File: src/rtl/cpu_run_ctrl.sv
// Run controller for a CPU under test: holds cpu_reset, then supervises the run until self-loop halt or timeout.
// All outputs are registered or decoded from the registered state; there is no backpressure (retirements are sampled every cycle).
module cpu_run_ctrl #(
    parameter int PC_W        = 32,
    parameter int CNT_W       = 32,
    parameter int HOLD_CYCLES = 100,
    parameter int LOOP_LIMIT  = 4,
    parameter int TIMEOUT     = 1000000
) (
    input  logic             clk,
    input  logic             reset,
    input  logic             restart,
    input  logic             retire_valid,
    input  logic [PC_W-1:0]  retire_pc,
    output logic             cpu_reset,
    output logic             running,
    output logic             done,
    output logic [1:0]       done_code,
    output logic [CNT_W-1:0] cycle_cnt,
    output logic [CNT_W-1:0] instr_cnt
);

    localparam int HW = $clog2(HOLD_CYCLES + 1);
    localparam int LW = $clog2(LOOP_LIMIT + 1);
    localparam logic [HW-1:0]    HOLD_LAST = HW'(HOLD_CYCLES - 1);
    localparam logic [LW-1:0]    LOOP_LAST = LW'(LOOP_LIMIT - 1);
    localparam logic [CNT_W-1:0] TO_LAST   = CNT_W'(TIMEOUT - 1);
    localparam bit               TO_EN     = (TIMEOUT != 0);

    typedef enum logic [1:0] {
        S_HOLD    = 2'd0,
        S_RUN     = 2'd1,
        S_HALTED  = 2'd2,
        S_TIMEOUT = 2'd3
    } state_t;

    state_t            r_state;
    state_t            w_state_nxt;
    logic [HW-1:0]     r_hold_cnt;
    logic [LW-1:0]     r_loop_cnt;
    logic              r_last_valid;
    logic [PC_W-1:0]   r_last_pc;
    logic [1:0]        r_done_code;
    logic [CNT_W-1:0]  r_cycle_cnt;
    logic [CNT_W-1:0]  r_instr_cnt;

    logic w_retire;
    logic w_match;
    logic w_halt;
    logic w_timeout;

    always_comb begin
        w_retire  = (r_state == S_RUN) && retire_valid;
        w_match   = w_retire && r_last_valid && (retire_pc == r_last_pc);
        w_halt    = w_match && (r_loop_cnt == LOOP_LAST);
        w_timeout = TO_EN && (r_state == S_RUN) && (r_cycle_cnt == TO_LAST);
    end

    always_ff @(posedge clk) begin
        if (reset) begin
            r_state <= S_HOLD;
        end else begin
            r_state <= w_state_nxt;
        end
    end

    // Halt is tested before timeout so a self-loop in the final cycle reports as a halt.
    always_comb begin
        w_state_nxt = r_state;
        if (restart) begin
            w_state_nxt = S_HOLD;
        end else begin
            case (r_state)
                S_HOLD:  if (r_hold_cnt == HOLD_LAST) w_state_nxt = S_RUN;
                S_RUN: begin
                    if (w_halt)         w_state_nxt = S_HALTED;
                    else if (w_timeout) w_state_nxt = S_TIMEOUT;
                end
                default: w_state_nxt = r_state;
            endcase
        end
    end

    always_comb begin
        cpu_reset = 1'b0;
        running   = 1'b0;
        done      = 1'b0;
        case (r_state)
            S_HOLD:    cpu_reset = 1'b1;
            S_RUN:     running   = 1'b1;
            default:   done      = 1'b1;
        endcase
    end

    always_ff @(posedge clk) begin
        if (reset || restart) begin
            r_hold_cnt   <= '0;
            r_loop_cnt   <= '0;
            r_last_valid <= 1'b0;
            r_done_code  <= 2'b00;
            r_cycle_cnt  <= '0;
            r_instr_cnt  <= '0;
        end else begin
            case (r_state)
                S_HOLD: r_hold_cnt <= r_hold_cnt + HW'(1);
                S_RUN: begin
                    if (r_cycle_cnt != '1) r_cycle_cnt <= r_cycle_cnt + CNT_W'(1);
                    if (w_retire) begin
                        if (r_instr_cnt != '1) r_instr_cnt <= r_instr_cnt + CNT_W'(1);
                        r_loop_cnt   <= w_match ? (r_loop_cnt + LW'(1)) : '0;
                        r_last_valid <= 1'b1;
                    end
                    if (w_halt)         r_done_code <= 2'b01;
                    else if (w_timeout) r_done_code <= 2'b10;
                end
                default: ;
            endcase
        end
    end

    // No reset needed: the PC is only compared while r_last_valid is set.
    always_ff @(posedge clk) begin
        if (w_retire) r_last_pc <= retire_pc;
    end

    assign done_code = r_done_code;
    assign cycle_cnt = r_cycle_cnt;
    assign instr_cnt = r_instr_cnt;

endmodule

File: config.mk
export PLATFORM = sky130hd
export DESIGN_NAME = cpu_run_ctrl
export DESIGN_NICKNAME = d
export VERILOG_FILES = /design/src/rtl/cpu_run_ctrl.sv
export SDC_FILE = /design/constraint.sdc
export NUM_CORES = 1
export LEC_CHECK = 0
export ABC_AREA = 1
export CAP_MARGIN = 0
export CORE_ASPECT_RATIO = 0.7
export CORE_MARGIN = 3
export CORE_UTILIZATION = 42
export CTS_CLUSTER_DIAMETER = 60
export CTS_CLUSTER_SIZE = 8
export DETAILED_ROUTE_END_ITERATION = 12
export GPL_TIMING_DRIVEN = 0
export PLACE_DENSITY_LB_ADDON = 0.1
export SYNTH_ARGS = -nofsm -noshare
export SYNTH_HDL_FRONTEND = slang
export SYNTH_SLANG_ARGS = --single-unit
File: constraint.sdc
create_clock -name clk -period 2.1 [get_ports clk]
set_input_delay 0.315 -clock clk [delete_from_list [all_inputs] [get_ports clk]]
set_output_delay 0.315 -clock clk [all_outputs]
set_load 0.01 [all_outputs]
==> flow_summary.yaml <==
synth:
  syn_area_per_cell_sq_um: 6.769
  syn_inst: 917
  post-synth-top-count-cell: "nand2_1"
  synth_seq_area_share: 0.4096
  syn_area_sq_um: 6207
  ys_seq_elements: 111
  async_flop_share: 0
  yosys.area.top_type: "dfxtp_1"
  synthTopCellsByArea: "dfxtp_1, nand2_1, edfxtp_1"
  yosysUniqueCellTypes: 34
  synth_edf_count: 32
  yosys.area.top_type_share: 0.2548
  syn_nets: 958
  yosys-top-cells-count: "nand2_1, inv_1, nor2_1, dfxtp_1, a21oi_1"
  ys_warn_count: 0
  synth_ff_type: "dfxtp_1"
placed_design:
  place_area_sq_um: 7486
  gp_congestion: 0.9863
  port_buffers: 104
  hpwl_um: 13310
drt:
  drtAntennaViolNets: 0
  totalWireLength_um: 17550
  drt_iter0_markers: 489
  wl_per_cell_um: 14.22
  drc: 0
  routed_via_density: 4.941
  vias: 6097
  first_pass_iters: 5
critical_path:
  required_ps: 1780
  endpoint_kind: "output pin"
  r2r-end: "instr_cnt[12]"
  start_kind: "flip-flop"
  crit_end: "cpu_reset"
  reg2regPathDepth: 9
  r2r-start: "instr_cnt[0]"
  critPathLaunch: "r_state[1]"
  cp_data_arrival_time_ps: 1700
  path_class: "flip-flop to output pin"
  crit_fanout: 6
  r2r_setup_slack_ps: 160
layout:
  area_delta_synth_final_pct: 26.97
  layout.nets: 1080
  diodes: 0
  drive_gt1_frac: 0.06322
  final_area_sq_um: 7881
global_route:
  antenna_found_initial: 0
  grt_max_degree: 22
  grt_overflow: 0
  grt_pass1_wl_um: 27960
  grt.total_usage: 0.2184
  grt_pass1_vias: 5445
clock_network:
  clk_pin_slew_worst_paths_ps: 80
  htree_levels: 3
  ctsHoldBuffers: 0
  cts.sinks: 111
  cts_tree: "done"
  clockBufferDepth: 2
  cts-buffers-inserted: 9
  root_buffer: "clkbuf_16"
  clk_latency_ps: 350
sta:
  timing.fmax_ghz: 0.4955
  rsz0062_at_grt: "no"
  report.final.setup_viol: 0
  slew_headroom: 0.4487
  fin_crit_sh: 0.9610
  fin_skew_ps: 8.586
  period_minus_slack_ps: 2018
  finalHoldViolCount: 0
  hold_ws_ps: 472.4
  worst_pin_slew_ps: 826.0
  setup_tns_ps: 0
  finalMaxSlewViolations: 0
floorplanning:
  die_h_um: 107.7
  initial_core_util: 0.4375
  io_pins: 105
  num_rows: 36
  core-area_sq_um: 14190
  die-area_sq_um: 16300
  die_x_um: 151.3
power:
  peakVddDrop_uv: 446.5
  leakage_nw: 2.913
  power.density_nw_per_um2: 519.5
min_path:
  hp-start: "r_last_valid"
  min_path_type: "flip-flop to flip-flop"
outcome:
  status: "finished, final reports clean"
flow_run:
  cap_viol_max_count: 0
[flip-flops by register name, summed over array words and instances, names as in the netlist]
signal        flops
instr_cnt        32
r_state           2
r_last_pc        32
r_last_valid      1
cycle_cnt        32
done_code         2
r_loop_cnt        3
r_hold_cnt        7
[worst min path at each step]
stage | to | depth (start not counted)
2_1_floorplan | r_last_pc[0] | 0
3_3_place_gp | r_loop_cnt[2] | 2
3_5_place_dp | r_loop_cnt[2] | 2
4_1_cts | r_loop_cnt[2] | 2
5_1_grt | r_last_valid | 2
6_report | r_last_valid | 2
[metrics by stage]
| stage | utilization | setup WS (ps) | instances | total power [mW] |
|---|---|---|---|---|
| finish | 0.5555 | 81.88 | 1234 | 4.095 |
| floorplan | - | 133.9 | 917 | 2.318 |
| global placement | 0.5276 | -672.7 | 1211 | 2.419 |
| CTS | 0.5514 | 48.67 | 1231 | 4.143 |
| detailed placement | 0.5276 | -661.3 | 1211 | 2.421 |
| global route | 0.5555 | 3.823 | 1234 | 4.231 |
[cell families (layout without fill, tap and decap cells)]
family | count (synthesis) | after routing | synth area share
simple gates | 531 | 532 | 0.3600
buf+inv | 149 | 275 | 0.09837
flops | 111 | 111 | 0.4096
compound gates | 83 | 83 | 0.06833
xor+xnor | 38 | 38 | 0.05362
fa+ha+maj | 5 | 5 | 0.01008
[critical path, cell delays in order, from the launching register on]
cell	delay [ps]
dfxtp_1	360
nor2_1	340
clkdlybuf4s50_1	650
[cells in the final DEF (no fill, tap or decap), types with 23 or more instances in the layout]
| master | Yosys | routed |
|---|---|---|
| nand2_1 | 294 | 293 |
| inv_1 | 125 | 125 |
| nor2_1 | 121 | 117 |
| clkdlybuf4s50_1 | 0 | 104 |
| dfxtp_1 | 79 | 74 |
| a21oi_1 | 55 | 55 |
| nor3_1 | 43 | 42 |
| nand3_1 | 35 | 35 |
| edfxtp_1 | 32 | 32 |
| o21ai_0 | 23 | 23 |
[metal layers]
layer | track usage | part of all wire | up-vias
met4 | 0.03946 | 0.0077 | 0
met1 | 0.3516 | 0.53 | 2753
li1 | - | - | 3128
met2 | 0.2951 | 0.38 | 207
met5 | 0 | 0 | -
met3 | 0.04714 | 0.079 | 9
[power by group]
| group | total [mW] | internal, mW | switching, mW | leakage [nW] |
|---|---|---|---|---|
| Clock | 1.73 | 0.845 | 0.881 | 0.148 |
| Combinational | 0.170 | 0.0856 | 0.0841 | 1.84 |
| Sequential | 2.20 | 2.20 | 0.00170 | 0.927 |
| Total | 4.09 | 3.13 | 0.967 | 2.91 |
[what timing repair did]
item	in CTS	in global routing
buffers inserted	3	3
cloned	1	0
gates resized for setup	2	17
pin swaps	1	1
endpoints found under the setup margin	39	59
[final cells by class]
class / count / area (sq um)
inverters: 129 / 484.2
clock inverters: 7 / 75.07
flip-flops and latches: 111 / 2551
repair buffers: 110 / 1086
fillers: 1425 / 6307
clock buffers: 9 / 225.2
well taps: 190 / 237.7
plain buffers: 20 / 130.1
multi-input cells: 658 / 3092
Power figures use the tool's default switching activity.
